<file path="config.mk">
export PLATFORM = sky130hd
export DESIGN_NAME = uart_sipo_rx
export DESIGN_NICKNAME = d
export VERILOG_FILES = /design/src/rtl/uart_pkg.sv /design/src/rtl/uart_rx_sync.sv /design/src/rtl/uart_sipo_rx.sv
export SDC_FILE = /design/constraint.sdc
export NUM_CORES = 1
export LEC_CHECK = 0
export BUFFER_PORTS_ARGS = -buffer_cell sky130_fd_sc_hd__buf_2
export CAP_MARGIN = 0
export CORE_AREA = 2 2 66 49
export DETAILED_ROUTE_END_ITERATION = 12
export DIE_AREA = 0 0 68 51
export PLACE_DENSITY = 0.75
export SLEW_MARGIN = 0
export SYNTH_ARGS = -nofsm -noshare
export SYNTH_HDL_FRONTEND = slang
export SYNTH_HIERARCHICAL = 1
export SYNTH_SLANG_ARGS = --single-unit
</file>
<file path="constraint.sdc">
create_clock -name baud_clk -period 1.89 [get_ports baud_clk]
set_input_delay 0.189 -clock baud_clk [delete_from_list [all_inputs] [get_ports baud_clk]]
set_output_delay 0.189 -clock baud_clk [all_outputs]
set_load 0.03 [all_outputs]
</file>
<file path="src/rtl/uart_pkg.sv">
// ---------------------------------------------------------------------------
// uart_pkg
//   Shared definitions for the UART receive path.
//   - uart_state_e    : receiver FSM states (3-bit encoding)
//   - FRAME_BITS      : start + 8 data + parity + stop
//   - MAX_DATA_BITS   : widest data word the parity helper accepts
//   - parity_mismatch : parity check on a zero-extended data word
// ---------------------------------------------------------------------------
package uart_pkg;

  typedef enum logic [2:0] {
    IDLE   = 3'd0,
    START  = 3'd1,
    DATA   = 3'd2,
    PARITY = 3'd3,
    STOP   = 3'd4
  } uart_state_e;

  localparam int FRAME_BITS    = 11;
  localparam int MAX_DATA_BITS = 16;

  // Zero-extension leaves the XOR reduction unchanged, so one helper
  // serves every DATA_BITS up to MAX_DATA_BITS.
  function automatic logic parity_mismatch(
    input logic [MAX_DATA_BITS-1:0] data,
    input logic                     par_bit,
    input logic                     odd
  );
    return ((^data) ^ par_bit) != odd;
  endfunction

endpackage : uart_pkg

</file>
<file path="src/rtl/uart_rx_sync.sv">
// ---------------------------------------------------------------------------
// uart_rx_sync
//   Two-flop synchroniser for the asynchronous serial line. Both flops
//   reset to 1 (line idle) so no false start edge appears after reset.
//   Ports:
//     baud_clk  in  sampling clock
//     reset     in  synchronous, active-high
//     rx_in     in  asynchronous serial line
//     rx_s      out synchronised line (2 cycles latency)
// ---------------------------------------------------------------------------
module uart_rx_sync (
  input  logic baud_clk,
  input  logic reset,
  input  logic rx_in,
  output logic rx_s
);

  logic meta_q;

  always_ff @(posedge baud_clk) begin
    // NOTE: sequential state uses non-blocking assignments so every flop
    // samples the pre-edge value of its source; blocking here would collapse
    // the two stages into one.
    if (reset) begin
      meta_q <= 1'b1;
      rx_s   <= 1'b1;
    end else begin
      meta_q <= rx_in;
      rx_s   <= meta_q;
    end
  end

endmodule : uart_rx_sync

</file>
<file path="src/rtl/uart_sipo_rx.sv">
// ---------------------------------------------------------------------------
// uart_sipo_rx
//   UART receiver, serial-in/parallel-out. Frame: start(0), DATA_BITS data
//   bits LSB first, parity, stop(1). The line is oversampled OVERSAMPLE
//   times per bit; the start bit is confirmed at its mid-point and every
//   following bit is sampled one bit period later.
//
//   Build option: UART_RX_MAJORITY_EN
//     defined   -> each bit decision is a 2-of-3 vote over three
//                  consecutive rx_s samples, rejecting 1-cycle glitches
//     undefined -> single rx_s sample at the decision tick
//     Decision ticks, and hence valid timing, are identical in both builds.
//
//   Ports:
//     baud_clk    in   sole clock, OVERSAMPLE x bit rate
//     reset       in   synchronous, active-high
//     rx_in       in   asynchronous serial line, idle high
//     data_out    out  last received word
//     valid       out  1-cycle pulse when data_out / flags update
//     parity_err  out  parity mismatch on last frame
//     frame_err   out  stop bit sampled low on last frame
//     active_flag out  high from confirmed start to the stop sample
// ---------------------------------------------------------------------------
module uart_sipo_rx
  import uart_pkg::*;
#(
  parameter int OVERSAMPLE = 16,  // even, >= 8
  parameter int DATA_BITS  = 8,   // 1..MAX_DATA_BITS
  parameter int PARITY_ODD = 0    // 0: even parity, 1: odd parity
) (
  input  logic                 baud_clk,
  input  logic                 reset,
  input  logic                 rx_in,
  output logic [DATA_BITS-1:0] data_out,
  output logic                 valid,
  output logic                 parity_err,
  output logic                 frame_err,
  output logic                 active_flag
);

  localparam int TW = $clog2(OVERSAMPLE);
  localparam int BW = (DATA_BITS > 1) ? $clog2(DATA_BITS) : 1;

  localparam logic [TW-1:0] T_MID  = TW'(OVERSAMPLE / 2 - 1);
  localparam logic [TW-1:0] T_LAST = TW'(OVERSAMPLE - 1);
  localparam logic [BW-1:0] B_LAST = BW'(DATA_BITS - 1);

  logic                 rx_s;
  logic                 rx_d1_q;     // rx_s one cycle ago; edge detect + vote
  logic                 sample_bit;  // bit value used at a decision tick
  uart_state_e          state_q;
  logic [TW-1:0]        tcnt_q;
  logic [BW-1:0]        bcnt_q;
  logic [DATA_BITS-1:0] shreg_q;
  logic                 par_q;

  uart_rx_sync u_sync (
    .baud_clk (baud_clk),
    .reset    (reset),
    .rx_in    (rx_in),
    .rx_s     (rx_s)
  );

`ifdef UART_RX_MAJORITY_EN
  logic rx_d2_q;

  always_ff @(posedge baud_clk) begin
    if (reset) rx_d2_q <= 1'b1;
    else       rx_d2_q <= rx_d1_q;
  end

  // Vote over the window ending at the decision tick; the window centre is
  // one cycle before the tick, so a single-cycle glitch there is outvoted.
  assign sample_bit = (rx_s & rx_d1_q) | (rx_s & rx_d2_q) | (rx_d1_q & rx_d2_q);
`else
  assign sample_bit = rx_s;
`endif

  always_ff @(posedge baud_clk) begin
    if (reset) begin
      state_q     <= IDLE;
      tcnt_q      <= '0;
      bcnt_q      <= '0;
      shreg_q     <= '0;
      par_q       <= 1'b0;
      rx_d1_q     <= 1'b1;
      data_out    <= '0;
      valid       <= 1'b0;
      parity_err  <= 1'b0;
      frame_err   <= 1'b0;
      active_flag <= 1'b0;
    end else begin
      rx_d1_q <= rx_s;
      valid   <= 1'b0;

      unique case (state_q)
        IDLE: begin
          // Only a 1->0 transition starts a frame; a held-low line (break)
          // never re-triggers.
          if (rx_d1_q && !rx_s) begin
            state_q <= START;
            tcnt_q  <= '0;
          end
        end

        START: begin
          if (tcnt_q == T_MID) begin
            tcnt_q <= '0;
            if (sample_bit) begin
              state_q <= IDLE;  // glitch: outputs untouched
            end else begin
              state_q     <= DATA;
              bcnt_q      <= '0;
              active_flag <= 1'b1;
            end
          end else begin
            tcnt_q <= tcnt_q + TW'(1);
          end
        end

        DATA: begin
          if (tcnt_q == T_LAST) begin
            tcnt_q <= '0;
            // LSB arrives first, so shift in from the top.
            if (DATA_BITS > 1) shreg_q <= {sample_bit, shreg_q[DATA_BITS-1:1]};
            else               shreg_q <= sample_bit;
            if (bcnt_q == B_LAST) state_q <= PARITY;
            else                  bcnt_q  <= bcnt_q + BW'(1);
          end else begin
            tcnt_q <= tcnt_q + TW'(1);
          end
        end

        PARITY: begin
          if (tcnt_q == T_LAST) begin
            tcnt_q  <= '0;
            par_q   <= sample_bit;
            state_q <= STOP;
          end else begin
            tcnt_q <= tcnt_q + TW'(1);
          end
        end

        STOP: begin
          // Outputs register on the stop-sample edge and appear the next
          // cycle. Returning to IDLE here leaves the second half of the stop
          // bit free to catch a back-to-back start edge.
          if (tcnt_q == T_LAST) begin
            tcnt_q      <= '0;
            data_out    <= shreg_q;
            valid       <= 1'b1;
            frame_err   <= ~sample_bit;
            parity_err  <= parity_mismatch(MAX_DATA_BITS'(shreg_q), par_q,
                                           PARITY_ODD != 0);
            active_flag <= 1'b0;
            state_q     <= IDLE;
          end else begin
            tcnt_q <= tcnt_q + TW'(1);
          end
        end

        default: state_q <= IDLE;
      endcase
    end
  end

endmodule : uart_sipo_rx

</file>
======== After elaboration in Yosys (flattened, before gate mapping) ========
Index checks and enable logic that the tools add are counted.
storage, ports and cells
  register bits ........................... 34
  logic and storage cells ................. 71
  bits in read-only memories .............. 0
  bits of input ports ..................... 3
  latch bits .............................. 0
  RAM bits ................................ 0
  output and inout bits ................... 12
  memories kept ........................... 0
cells by class
  add/sub/neg operators ................... 2
  divide/modulo/power cells ............... 0
  shift operators ......................... 0
  reductions and logical operators ........ 16
  magnitude comparators ................... 0
  multiply operators ...................... 0
  bitwise operators ....................... 3
  equal/unequal tests ..................... 15
  muxes and demuxes ....................... 22
operators with widths
  operator               count
  $mux W3                10
  $ne A2 B2 Y1 const B   8
  $reduce_xor A16 Y1     1
  $pmux W3 S5            1
  $mux W4                3
  $pmux W4 S3            1
  $reduce_and A2 Y1      4
  $eq A3 B2 Y1 const B   2
  $eq A3 B3 Y1 const B   2
  $pmux W3 S2            1
  $reduce_and A6 Y1      1
  $reduce_and A5 Y1      1
  $add A4 B1 Y4 const B  1
  $eq A4 B3 Y1 const B   1
  $eq A4 B4 Y1 const B   1
  $mux W1                4
  $reduce_and A4 Y1      1
  $reduce_bool A2 Y1     2
  $add A3 B1 Y3 const B  1
  $eq A3 B1 Y1 const B   1
  $logic_not A3 Y1       1
  $reduce_bool A3 Y1     1
  $reduce_or A3 Y1       1
  $mux W2                1
  other kinds (6)        7

======== Longest topological paths before layout ========
Gate-level depths: netlist of run 1.
  word-level depth ........................ 4
  gate-level depth with buffers ........... 6

======== By module ========
Netlist of run 1, hierarchy kept.
modules (own cells, without submodules)
  module        cells each  instances  area an instance (sq um)
  uart_sipo_rx  179         1          1490.2
  uart_rx_sync  4           1          52.6

======== Worst setup path after synthesis of run 1 ========
No wires, ideal clock.
  path kind ............................... reg2reg
  start ................................... reg bcnt_q[0]
  end ..................................... reg bcnt_q[0]
  buffers on the path ..................... 0
  stages on the path, launching flop included .. 7
  arrival ................................. 1.477 ns
  path slack .............................. 0.342 ns
  required time ........................... 1.819 ns
  period minus slack after synthesis ...... 1.548 ns
  cells stage by stage .................... dfxtp_1 > ha_1 > ha_1 > nor3b_1 > o211ai_1 > or3b_1 > a21oi_1
on the way
  longest elaborated chain between the ends .. 4
ends and longest elaborated chain
  item                      RTL line             RTL
  start: declaration        uart_sipo_rx.sv:53   logic [BW-1:0] bcnt_q;
  start signal: assignment  uart_sipo_rx.sv:128  else bcnt_q <= bcnt_q + BW'(1);
  $add A3 B1 Y3             uart_sipo_rx.sv:128
  $mux W3                   uart_sipo_rx.sv:127  if (bcnt_q == B_LAST) state_q <= PARITY;
  $mux W3                   uart_sipo_rx.sv:122  if (tcnt_q == T_LAST) begin
  $pmux W3 S2               uart_sipo_rx.sv:96   unique case (state_q)
Several ways; a longest one is shown, not always the timed one. The select of a mux whose other input is x is not followed.
A chain may end at the register's enable or synchronous reset.

======== Final worst setup path of run 1 ========
  start ................................... reg state_q[1]
  end ..................................... reg bcnt_q[0]
on the way
  longest elaborated chain between the ends .. 3
ends and longest elaborated chain
  item                                                                        RTL line             RTL
  start: declaration                                                          uart_sipo_rx.sv:51   uart_state_e state_q;
  start signal: assignment                                                    uart_sipo_rx.sv:81   state_q <= IDLE;
  start signal: assignment                                                    uart_sipo_rx.sv:101  state_q <= START;
  start signal: assignment                                                    uart_sipo_rx.sv:110  state_q <= IDLE;
  $eq A3 B2 Y1 / $eq A3 B1 Y1 (equally long branches)                         uart_sipo_rx.sv:96
  $ne A2 B2 Y1 (no source line) / $reduce_bool A2 Y1 (equally long branches)  --
  $reduce_and A5 Y1 (no source line)                                          --
Several ways; a longest one is shown, not always the timed one.

==> impl_metrics.env, run 1 <==
export IMPL_cp_slowest_stage_delay_ns=0.67
export IMPL_coreArea_mm2=0.00294
export IMPL_cp_required_ns=2.10
export IMPL_postCtsSetupRepairBufs=0
export IMPL_tightestPinTransition_ns=0.583
export IMPL_firstDrtPassIters=4
export IMPL_yosys_mux_area_fraction_pct=0.649
export IMPL_port_buffers=14
export IMPL_fin_cells=236
export IMPL_grtUsageTotal_pct=21.2
export IMPL_synth_top_family_by_area="simple AND/OR/NAND/NOR gates"
export IMPL_drive_gt1_share_pct=14.6
export IMPL_synth_most_common_cell="nand2_1"
export IMPL_hold_buffers=0
export IMPL_seq_area_frac_synth_pct=44.1
export IMPL_rrSetupSlack_ns=0.15
export IMPL_grt_max_degree=35
export IMPL_r2r_start="state_q[1]$_SDFFE_PP0P_"
export IMPL_cts_path_max_buffers=2
export IMPL_gp_congestion=0.838
export IMPL_clkSinkCount=34
export IMPL_initial_core_util_pct=52.6
export IMPL_synthesis_area_mm2=0.00154
export IMPL_syn_inst=183
export IMPL_min_from="rx_in"
export IMPL_synth_distinct_cells=39
export IMPL_finalPower_mw=1.47
export IMPL_drt_vias_per_instance=5.65
export IMPL_dpl_cell_count=228
export IMPL_final_nets=203
export IMPL_rsz0062_at_grt="no"
export IMPL_final_cell_area_mm2=0.00174
export IMPL_placed_area_mm2=0.00163
export IMPL_cts_resized=0
export IMPL_synth_ff_type="dfxtp_1"
export IMPL_crit_chain="nor3b_1 > o211ai_1 > or3b_1 > a21oi_1"
export IMPL_slowest_stage="dfxtp_1"
export IMPL_fin_ws_ns=0.152
export IMPL_grt_pass1_wl_mm=5.44
export IMPL_slew_headroom_pct=61.1
export IMPL_grt_pass1_vias=1200
export IMPL_yosysTopAreaCellShare_pct=44.1
export IMPL_synthTopCellsByCount="nand2_1, dfxtp_1, a21oi_1, nand3_1, nor2_1"
export IMPL_insertion_delay_ns=0.29
export IMPL_critPathLaunchType="flop"
export IMPL_hpwlAfterDp_mm=2.38
export IMPL_min_to="u_sync/meta_q$_SDFF_PP1_"
export IMPL_synth_simple_gate_area_share_pct=25.9
export IMPL_setup_viol=0
export IMPL_arrival_ns=1.95
export IMPL_pin_count=15
export IMPL_synth_edff_count=0
export IMPL_path_clk_slew_ns=0.07
export IMPL_cts_buffers=5
export IMPL_hold_viol=0
export IMPL_antenna_found_initial=0
export IMPL_synth_xor_xnor_area_share_pct=5.43
export IMPL_post_route_min_period_ns=1.74
export IMPL_synth_top_area_cell="dfxtp_1"
export IMPL_p_per_area_mw_per_mm2=845
export IMPL_synth_compound_area_share_pct=16.9
export IMPL_drc=0
export IMPL_crit_type="flop to flop"
export IMPL_syn2layout_area_growth_pct=13.1
export IMPL_end_kind="flop"
export IMPL_wl_per_cell_um=14.1
export IMPL_clock_root_buffer="clkbuf_8"
export IMPL_max_cap_violations=0
export IMPL_fp_dieW_um=68
export IMPL_finalSetupTns_ns=0
export IMPL_syn_nets=189
export IMPL_htreeDepth=2
export IMPL_hold_path_class="input pin to flop"
export IMPL_fmax_ghz=0.575
export IMPL_final_antenna_net_count=0
export IMPL_reg2reg_depth=4
export IMPL_power_leakage_nw=0.675
export IMPL_vias=1333
export IMPL_synth_area_leaders="dfxtp_1, nand2_1, a21oi_1"
export IMPL_min_path_cells=2
export IMPL_avgSynthCellArea_um2=8.43
export IMPL_synthArstFlopShare_pct=0
export IMPL_crit_path_max_fanout=15
export IMPL_fin_skew_ns=0.00865
export IMPL_drt_iter0_drc=73
export IMPL_slew_viol_final=0
export IMPL_globalRouteOverflowTotal=0
export IMPL_ys_ff_latch=34
export IMPL_postLayoutCoreUtil_pct=59.4
export IMPL_fillers=257
export IMPL_ir_worst_vdd_mv=0.528
export IMPL_outcome="finished, final reports clean"
export IMPL_cts_tree="done"
export IMPL_finalCritPeriodShare_pct=92.0
export IMPL_synth_fa_ha_area_share_pct=2.43
export IMPL_fp_dieH_um=51
export IMPL_holdWs_ns=0.0779
export IMPL_diodes=0
export IMPL_ys_warn_count=6
export IMPL_wirelength_mm=3.32
export IMPL_r2r_end="bcnt_q[0]$_SDFFE_PP0P_"
export IMPL_row_count=17
export IMPL_die_area_mm2=0.00347
export IMPL_dpl_worst_slack_ns=0.193
==> worst max-delay path: cells and delay by family (launching register included) <==
family,cells,cell delay [ns]
flops,1,0.67
compound gates,2,0.33
simple gates,2,0.66
==> state kept, by name, indices dropped and copies added (netlist names) <==
signal	count
state_q	3
valid	1
rx_d1_q	1
shreg_q	8
u_sync/meta_q	1
par_q	1
u_sync/rx_s	1
data_out	8
active_flag	1
parity_err	1
frame_err	1
bcnt_q	3
tcnt_q	4
==> worst max-delay path by stage <==
| stage | startpoint | slack (ns) | to |
|---|---|---|---|
| finish | state_q[1]$_SDFFE_PP0P_ | 0.15 | bcnt_q[0]$_SDFFE_PP0P_ |
| global route | state_q[1]$_SDFFE_PP0P_ | 0.05 | bcnt_q[0]$_SDFFE_PP0P_ |
| CTS | state_q[1]$_SDFFE_PP0P_ | 0.16 | bcnt_q[0]$_SDFFE_PP0P_ |
| detailed placement | state_q[1]$_SDFFE_PP0P_ | 0.19 | bcnt_q[0]$_SDFFE_PP0P_ |
| global placement | bcnt_q[0]$_SDFFE_PP0P_ | 0.29 | bcnt_q[0]$_SDFFE_PP0P_ |
| floorplan | bcnt_q[0]$_SDFFE_PP0P_ | 0.34 | bcnt_q[0]$_SDFFE_PP0P_ |
==> power breakdown <==
group          internal (mW)  total, mW  leakage, nW  switching (mW)
Combinational         0.0409     0.0972        0.343          0.0563
Clock                  0.368      0.623       0.0575           0.255
Sequential             0.729      0.754        0.275          0.0255
==> cells in the final DEF (no fill, tap or decap), types with 3 or more instances in the layout <==
cell and n:
clkbuf_8 8, or2_1 4, buf_4 4, xor2_1 3, dfxtp_1 34, nand2_1 35
inv_1 4, o211ai_1 3, buf_2 14, nand3b_1 3, o21ai_0 4, nand3_1 14
xnor2_1 4, ha_1 3, nor2_1 7, a21oi_1 25, nor3_1 3
==> per-layer routing <==
layer,wire length (um),GRT usage [%],vias up
li1,-,-,667
met1,1660,30.1,637
met2,1470,30.3,24
met3,154,5.29,5
met4,41,9.00,0
met5,0,0,-
==> area by class of cell <==
type | instances | area (um2) | share of cell area (%)
sequential | 34 | 681 | 39.0
multi-input combinational | 134 | 791 | 45.3
tap | 38 | 47.5 | 2.73
timing repair buffer | 18 | 100 | 5.74
clock buffer | 8 | 110 | 6.31
inverter | 4 | 15.0 | 0.861
==> cell families after synthesis <==
kind of cell	count (synthesis)
AOI/OAI and AO/OA	43
xor gates and xnor gates	8
adders and majority gates	3
buffers and inverters	15
DFF	34
muxes	1
and+or+nand+nor	79
No activity file was read; power rests on OpenSTA's default activity.
==> run 2, diff against run 1 <==
--- a/config.mk
+++ b/config.mk
@@ -14,5 +14,4 @@
 export SLEW_MARGIN = 0
 export SYNTH_ARGS = -nofsm -noshare
 export SYNTH_HDL_FRONTEND = slang
-export SYNTH_HIERARCHICAL = 1
 export SYNTH_SLANG_ARGS = --single-unit
==> run 2 against run 1 <==
Compared with the run above:
- critical path depth unchanged
- via count fell by 13%
- clock-buffer cell count decreased by 2
- synthesized cell count down 14%
- core utilization is 0.085 points higher
- sequential cell count is the same
- largest cell class unchanged
- largest power group unchanged
==> impl_metrics.env, run 2 <==
export IMPL_wl_per_cell_um=13.5
export IMPL_outcome="finished, final reports clean"
export IMPL_ys_ff_latch=34
export IMPL_crit_type="flop to flop"
export IMPL_synth_distinct_cells=44
export IMPL_final_cell_mix="dfxtp_1, nor2_1, mux2i_1, buf_2, nand3_1"
export IMPL_slew_headroom_pct=68.0
export IMPL_postCtsSetupRepairBufs=0
export IMPL_globalRouteOverflowTotal=0
export IMPL_pwr_share_seq_pct=55.1
export IMPL_drt_vias_per_instance=5.46
export IMPL_synthesis_area_mm2=0.00155
export IMPL_syn_inst=157
export IMPL_synth_most_common_cell="dfxtp_1"
export IMPL_fin_skew_ns=0.00708
export IMPL_p_int_mw=1.03
export IMPL_synth_top_area_cell="dfxtp_1"
export IMPL_cts_buffers=5
export IMPL_cp_required_ns=2.07
export IMPL_final_antenna_net_count=0
export IMPL_synth_ff_type="dfxtp_1"
export IMPL_syn_nets=163
export IMPL_fp_dieW_um=68
export IMPL_wirelength_mm=2.88
export IMPL_finalSetupTns_ns=0
export IMPL_critPathLaunchType="flop"
export IMPL_share_comb_of_total_power_pct=2.5
export IMPL_synth_edff_count=0
export IMPL_grtUsageTotal_pct=19.0
export IMPL_htreeDepth=2
export IMPL_clockPowerShare_pct=42.4
export IMPL_setup_viol=0
export IMPL_crit_path_max_fanout=13
export IMPL_yosysTopAreaCellShare_pct=44.0
export IMPL_finalCritPeriodShare_pct=90.5
export IMPL_ys_warn_count=0
export IMPL_die_area_mm2=0.00347
export IMPL_grt_pass1_wl_mm=4.74
export IMPL_grt_pass1_vias=1014
export IMPL_power_switching_uw=294
export IMPL_coreArea_mm2=0.00294
export IMPL_power_leakage_nw=0.681
export IMPL_synth_area_leaders="dfxtp_1, mux2i_1, nor2_1"
export IMPL_end_kind="flop"
export IMPL_seq_area_frac_synth_pct=44.0
export IMPL_firstDrtPassIters=4
export IMPL_clock_root_buffer="clkbuf_8"
export IMPL_hold_viol=0
export IMPL_port_buffers=14
export IMPL_final_common_cell="dfxtp_1"
export IMPL_post_route_min_period_ns=1.71
export IMPL_avgSynthCellArea_um2=9.86
export IMPL_syn2layout_area_growth_pct=12.9
export IMPL_drt_iter0_drc=70
export IMPL_diodes=0
export IMPL_finalPower_mw=1.32
export IMPL_fp_dieH_um=51
export IMPL_path_clk_slew_ns=0.07
export IMPL_hold_path_class="input pin to flop"
export IMPL_clkSinkCount=34
export IMPL_fillers=249
export IMPL_ir_worst_vdd_mv=0.440
export IMPL_vias=1163
export IMPL_pin_count=15
export IMPL_cts_path_max_buffers=2
export IMPL_hpwlAfterDp_mm=1.94
export IMPL_cts_tree="done"
export IMPL_gp_congestion=0.807
export IMPL_max_cap_violations=0
export IMPL_insertion_delay_ns=0.29
export IMPL_slew_viol_final=0
export IMPL_p_per_area_mw_per_mm2=756
export IMPL_drc=0
export IMPL_grt_max_degree=35
export IMPL_tightestPinTransition_ns=0.479
export IMPL_fmax_ghz=0.585
export IMPL_final_nets=180
export IMPL_reg_top3="data_out (8), shreg_q (8), tcnt_q (4)"
export IMPL_row_count=17
export IMPL_rsz0062_at_grt="no"
export IMPL_antenna_found_initial=0
export IMPL_initial_core_util_pct=52.7
export IMPL_p_sw_share_pct=22.3
export IMPL_arrival_ns=1.89
export IMPL_drive_gt1_share_pct=20.6
export IMPL_synthTopCellsByCount="dfxtp_1, nor2_1, mux2i_1, nand3_1, a21oi_1"
export IMPL_synthArstFlopShare_pct=0
==> run 2: layout make-up <==
class	count	area, um2	area share [%]
Inverter	3	11.3	0.645
Tap cell	38	47.5	2.72
Clock inverter	2	12.5	0.716
Timing Repair Buffer	19	108	6.16
Sequential cell	34	682	39.0
Clock buffer	6	82.6	4.73
Multi-Input combinational cell	111	803	46.0
==> run 2: worst paths after layout <==
| path | from | to | slack, ns | depth (start not counted) |
|---|---|---|---|---|
| setup reg to reg | state_q[0]$_SDFFE_PP0P_ | bcnt_q[2]$_SDFFE_PP0P_ | 0.18 | 4 |
| hold reg to reg | u_sync.meta_q$_SDFF_PP1_ | u_sync.rx_s$_SDFF_PP1_ | 0.42 | 1 |
| setup / recovery | state_q[0]$_SDFFE_PP0P_ | bcnt_q[2]$_SDFFE_PP0P_ | 0.18 | 4 |
| hold / removal | rx_in | u_sync.meta_q$_SDFF_PP1_ | 0.08 | 2 |
==> run 2: timing repair <==
item,CTS,global route
hold buffers,0,0
gates resized for setup,0,1
endpoints found under the hold margin,0,0
endpoints found under the setup margin,0,1
==> run 2: logic make-up after synthesis <==
family / count (synthesis) / synth area share, %
flops: 34 / 44.0
buf+inv: 12 / 4.12
simple gates: 59 / 22.1
fa+ha+maj: 3 / 2.43
mux: 18 / 11.6
xor+xnor: 6 / 4.28
compound gates: 25 / 11.5
==> run 2: critical path: stages (launching register included) <==
cell,delay (ns)
dfxtp_1,0.56
or4b_1,0.48
a211o_1,0.31
a22oi_1,0.20
nor2_1,0.05
==> run 2: through the flow <==
step | std cells | utilization (%) | instance area, um2 | setup slack [ns] | hold slack (ns)
5_1_grt | 213 | 59.5 | 1750 | 0.0692 | 0.0796
3_5_place_dp | 205 | 56.2 | 1650 | 0.197 | 0.379
3_3_place_gp | 205 | 56.2 | 1650 | 0.273 | 0.379
2_1_floorplan | 157 | - | 1550 | 0.321 | 0.293
6_report | 213 | 59.5 | 1750 | 0.180 | 0.0814
4_1_cts | 213 | 59.5 | 1750 | 0.166 | 0.0767
==> run 2: per-layer routing <==
layer	vias to the layer above	wire length, um	track usage, %
met3	5	125	5.29
met2	20	1320	28.3
met4	0	29	10.0
met1	544	1400	25.0
li1	594	-	-
met5	-	0	0
==> run 2: power by group through the flow <==
stage / Combinational, mW / Sequential, mW / Clock (mW)
2_1_floorplan: 0.0278 / 0.740 / 0
3_3_place_gp: 0.0319 / 0.743 / 0
3_5_place_dp: 0.0326 / 0.743 / 0
4_1_cts: 0.0326 / 0.727 / 0.573
5_1_grt: 0.0365 / 0.728 / 0.593
6_report: 0.0326 / 0.727 / 0.560
==> run 3, diff against run 2 <==
--- a/config.mk
+++ b/config.mk
@@ -11,6 +11,7 @@
 export DETAILED_ROUTE_END_ITERATION = 12
 export DIE_AREA = 0 0 68 51
 export PLACE_DENSITY = 0.75
+export REMOVE_ABC_BUFFERS = 1
 export SLEW_MARGIN = 0
 export SYNTH_ARGS = -nofsm -noshare
 export SYNTH_HDL_FRONTEND = slang
==> constraint.sdc (replaced) <==
create_clock -name baud_clk -period 1.89 [get_ports baud_clk]
set_input_delay 0.2835 -clock baud_clk [delete_from_list [all_inputs] [get_ports baud_clk]]
set_output_delay 0.2835 -clock baud_clk [all_outputs]
set_load 0.03 [all_outputs]
==> run 3 against run 2 <==
Compared with the run above:
- final cell count down 0.47%
- clock-buffer cell count decreased by 1
- critical path depth unchanged
- clock skew shrank 0.0031 ns
- register-to-register slack about the same
==> impl_metrics.env, run 3 (synthesis results as in run 2) <==
export IMPL_fp_dieH_um=51
export IMPL_end_kind="flop"
export IMPL_clock_root_buffer="clkbuf_8"
export IMPL_pwr_share_seq_pct=51.4
export IMPL_port_buffers=14
export IMPL_cts_tree="done"
export IMPL_wl_per_cell_um=14.1
export IMPL_tightestPinTransition_ns=0.563
export IMPL_htreeDepth=2
export IMPL_path_clk_slew_ns=0.07
export IMPL_clockPowerShare_pct=46.1
export IMPL_r2r_start="state_q[0]$_SDFFE_PP0P_"
export IMPL_r2r_end="bcnt_q[2]$_SDFFE_PP0P_"
export IMPL_dpl_cell_count=204
export IMPL_ir_worst_vdd_mv=0.451
export IMPL_min_path_cells=2
export IMPL_diodes=0
export IMPL_p_sw_share_pct=20.6
export IMPL_final_nets=179
export IMPL_crit_path_max_fanout=13
export IMPL_post_route_min_period_ns=1.72
export IMPL_arrival_ns=1.89
export IMPL_slew_viol_final=0
export IMPL_pin_count=15
export IMPL_drt_iter0_drc=67
export IMPL_final_cell_mix="dfxtp_1, nor2_1, mux2i_1, buf_2, nand3_1"
export IMPL_globalRouteOverflowTotal=0
export IMPL_drt_vias_per_instance=5.48
export IMPL_fmax_ghz=0.582
export IMPL_coreArea_mm2=0.00294
export IMPL_p_int_mw=1.12
export IMPL_max_cap_violations=0
export IMPL_syn2layout_area_growth_pct=13.7
export IMPL_fp_dieW_um=68
export IMPL_share_comb_of_total_power_pct=2.5
export IMPL_fin_skew_ns=0.00397
export IMPL_reg2reg_depth=4
export IMPL_firstDrtPassIters=4
export IMPL_outcome="finished, final reports clean"
export IMPL_power_leakage_nw=0.687
export IMPL_hpwlAfterDp_mm=2.08
export IMPL_min_from="rx_in"
export IMPL_finalSetupTns_ns=0
export IMPL_wirelength_mm=2.98
export IMPL_drc=0
export IMPL_fin_cells=212
export IMPL_final_common_cell="dfxtp_1"
export IMPL_antenna_found_initial=0
export IMPL_cts_buffers=5
export IMPL_crit_type="flop to flop"
export IMPL_gp_congestion=0.822
export IMPL_rsz0062_at_grt="no"
export IMPL_insertion_delay_ns=0.29
export IMPL_hold_viol=0
export IMPL_reg_top3="data_out (8), shreg_q (8), tcnt_q (4)"
export IMPL_drive_gt1_share_pct=20.7
export IMPL_grt_pass1_wl_mm=4.92
export IMPL_vias=1162
export IMPL_setup_viol=0
export IMPL_hold_path_class="input pin to flop"
export IMPL_grt_max_degree=35
export IMPL_p_per_area_mw_per_mm2=804
export IMPL_die_area_mm2=0.00347
export IMPL_critPathLaunchType="flop"
export IMPL_clkSinkCount=34
export IMPL_fillers=261
export IMPL_min_to="u_sync.meta_q$_SDFF_PP1_"
export IMPL_hold_buffers=0
export IMPL_finalCritPeriodShare_pct=90.9
export IMPL_postCtsSetupRepairBufs=0
export IMPL_initial_core_util_pct=52.7
export IMPL_final_antenna_net_count=0
export IMPL_grtUsageTotal_pct=19.9
export IMPL_cp_required_ns=2.06
export IMPL_row_count=17
export IMPL_rrSetupSlack_ns=0.17
export IMPL_power_switching_uw=292
export IMPL_slew_headroom_pct=62.4
export IMPL_cts_path_max_buffers=2
export IMPL_grt_pass1_vias=1061
## run 3: cell types whose count changed in the layout (fill, tap and decap cells not counted)
cell / delta
nor3_1: -1
clkinv_2: +1
bufinv_16: +1
nor3_2: +1
dfxtp_1: +1
nand2_2: +1
clkbuf_8: -1
dfxtp_2: -1
buf_4: -1
nand2_1: -1
clkinvlp_4: -1
## run 3: area by class of cell
class                      instances  area [um2]  area share [%]
clock buffer                       5        68.8            3.91
clock inverter                     3        40.0            2.28
inverter                           3        11.3           0.640
multi-input combinational        111         811            46.1
sequential                        34         681            38.7
tap                               38        47.5            2.70
timing repair buffer              18         100            5.69
## run 3: stage by stage
stage | util [%] | hold WS [ns] | instance area (um2) | total power, mW | setup slack, ns
6_report | 59.9 | 0.176 | 1760 | 1.41 | 0.173
5_1_grt | 59.9 | 0.184 | 1760 | 1.46 | 0.0695
3_5_place_dp | 56.0 | 0.412 | 1640 | 0.778 | 0.0833
2_1_floorplan | - | 0.353 | 1500 | 0.758 | 0.0499
4_1_cts | 59.7 | 0.173 | 1750 | 1.43 | 0.0497
3_3_place_gp | 56.0 | 0.391 | 1640 | 0.776 | 0.180
## run 3: layer usage
metal  vias to the layer above  GRT usage [%]  share of wire (%)
met5                         -              0                  0
met4                         0           13.0                2.8
met3                         9           5.51                4.6
met2                        27           28.5                 45
met1                       529           25.9                 48
li1                        597              -                  -
## run 3: critical path: stages (launching register included)
cell,delay (ns)
dfxtp_1,0.57
or4b_1,0.48
a211o_1,0.30
a22oi_1,0.19
nor2_1,0.06
## run 3: timing repair
action | CTS | global route
resized for setup | 0 | 2
endpoints found under the hold margin | 0 | 0
endpoints found under the setup margin | 0 | 1
## run 3: how the worst max path moves through the flow
stage	startpoint	endpoint	slack, ns	cells after the start
finish	state_q[0]$_SDFFE_PP0P_	bcnt_q[2]$_SDFFE_PP0P_	0.17	4
global route	state_q[1]$_SDFFE_PP0P_	bcnt_q[1]$_SDFFE_PP0P_	0.07	4
floorplan	tcnt_q[0]$_SDFFE_PP0P_	data_out[0]$_SDFFE_PP0P_	0.05	5
detailed placement	tcnt_q[0]$_SDFFE_PP0P_	parity_err$_SDFFE_PP0P_	0.08	5
global placement	tcnt_q[0]$_SDFFE_PP0P_	parity_err$_SDFFE_PP0P_	0.18	5
CTS	tcnt_q[0]$_SDFFE_PP0P_	parity_err$_SDFFE_PP0P_	0.05	5
## run 3: power groups by stage
| stage | sequential [mW] | combinational [mW] | clock [mW] |
|---|---|---|---|
| floorplan | 0.741 | 0.0163 | 0 |
| global placement | 0.742 | 0.0341 | 0 |
| detailed placement | 0.742 | 0.0355 | 0 |
| CTS | 0.726 | 0.0356 | 0.673 |
| global route | 0.726 | 0.0396 | 0.697 |
| finish | 0.726 | 0.0355 | 0.652 |
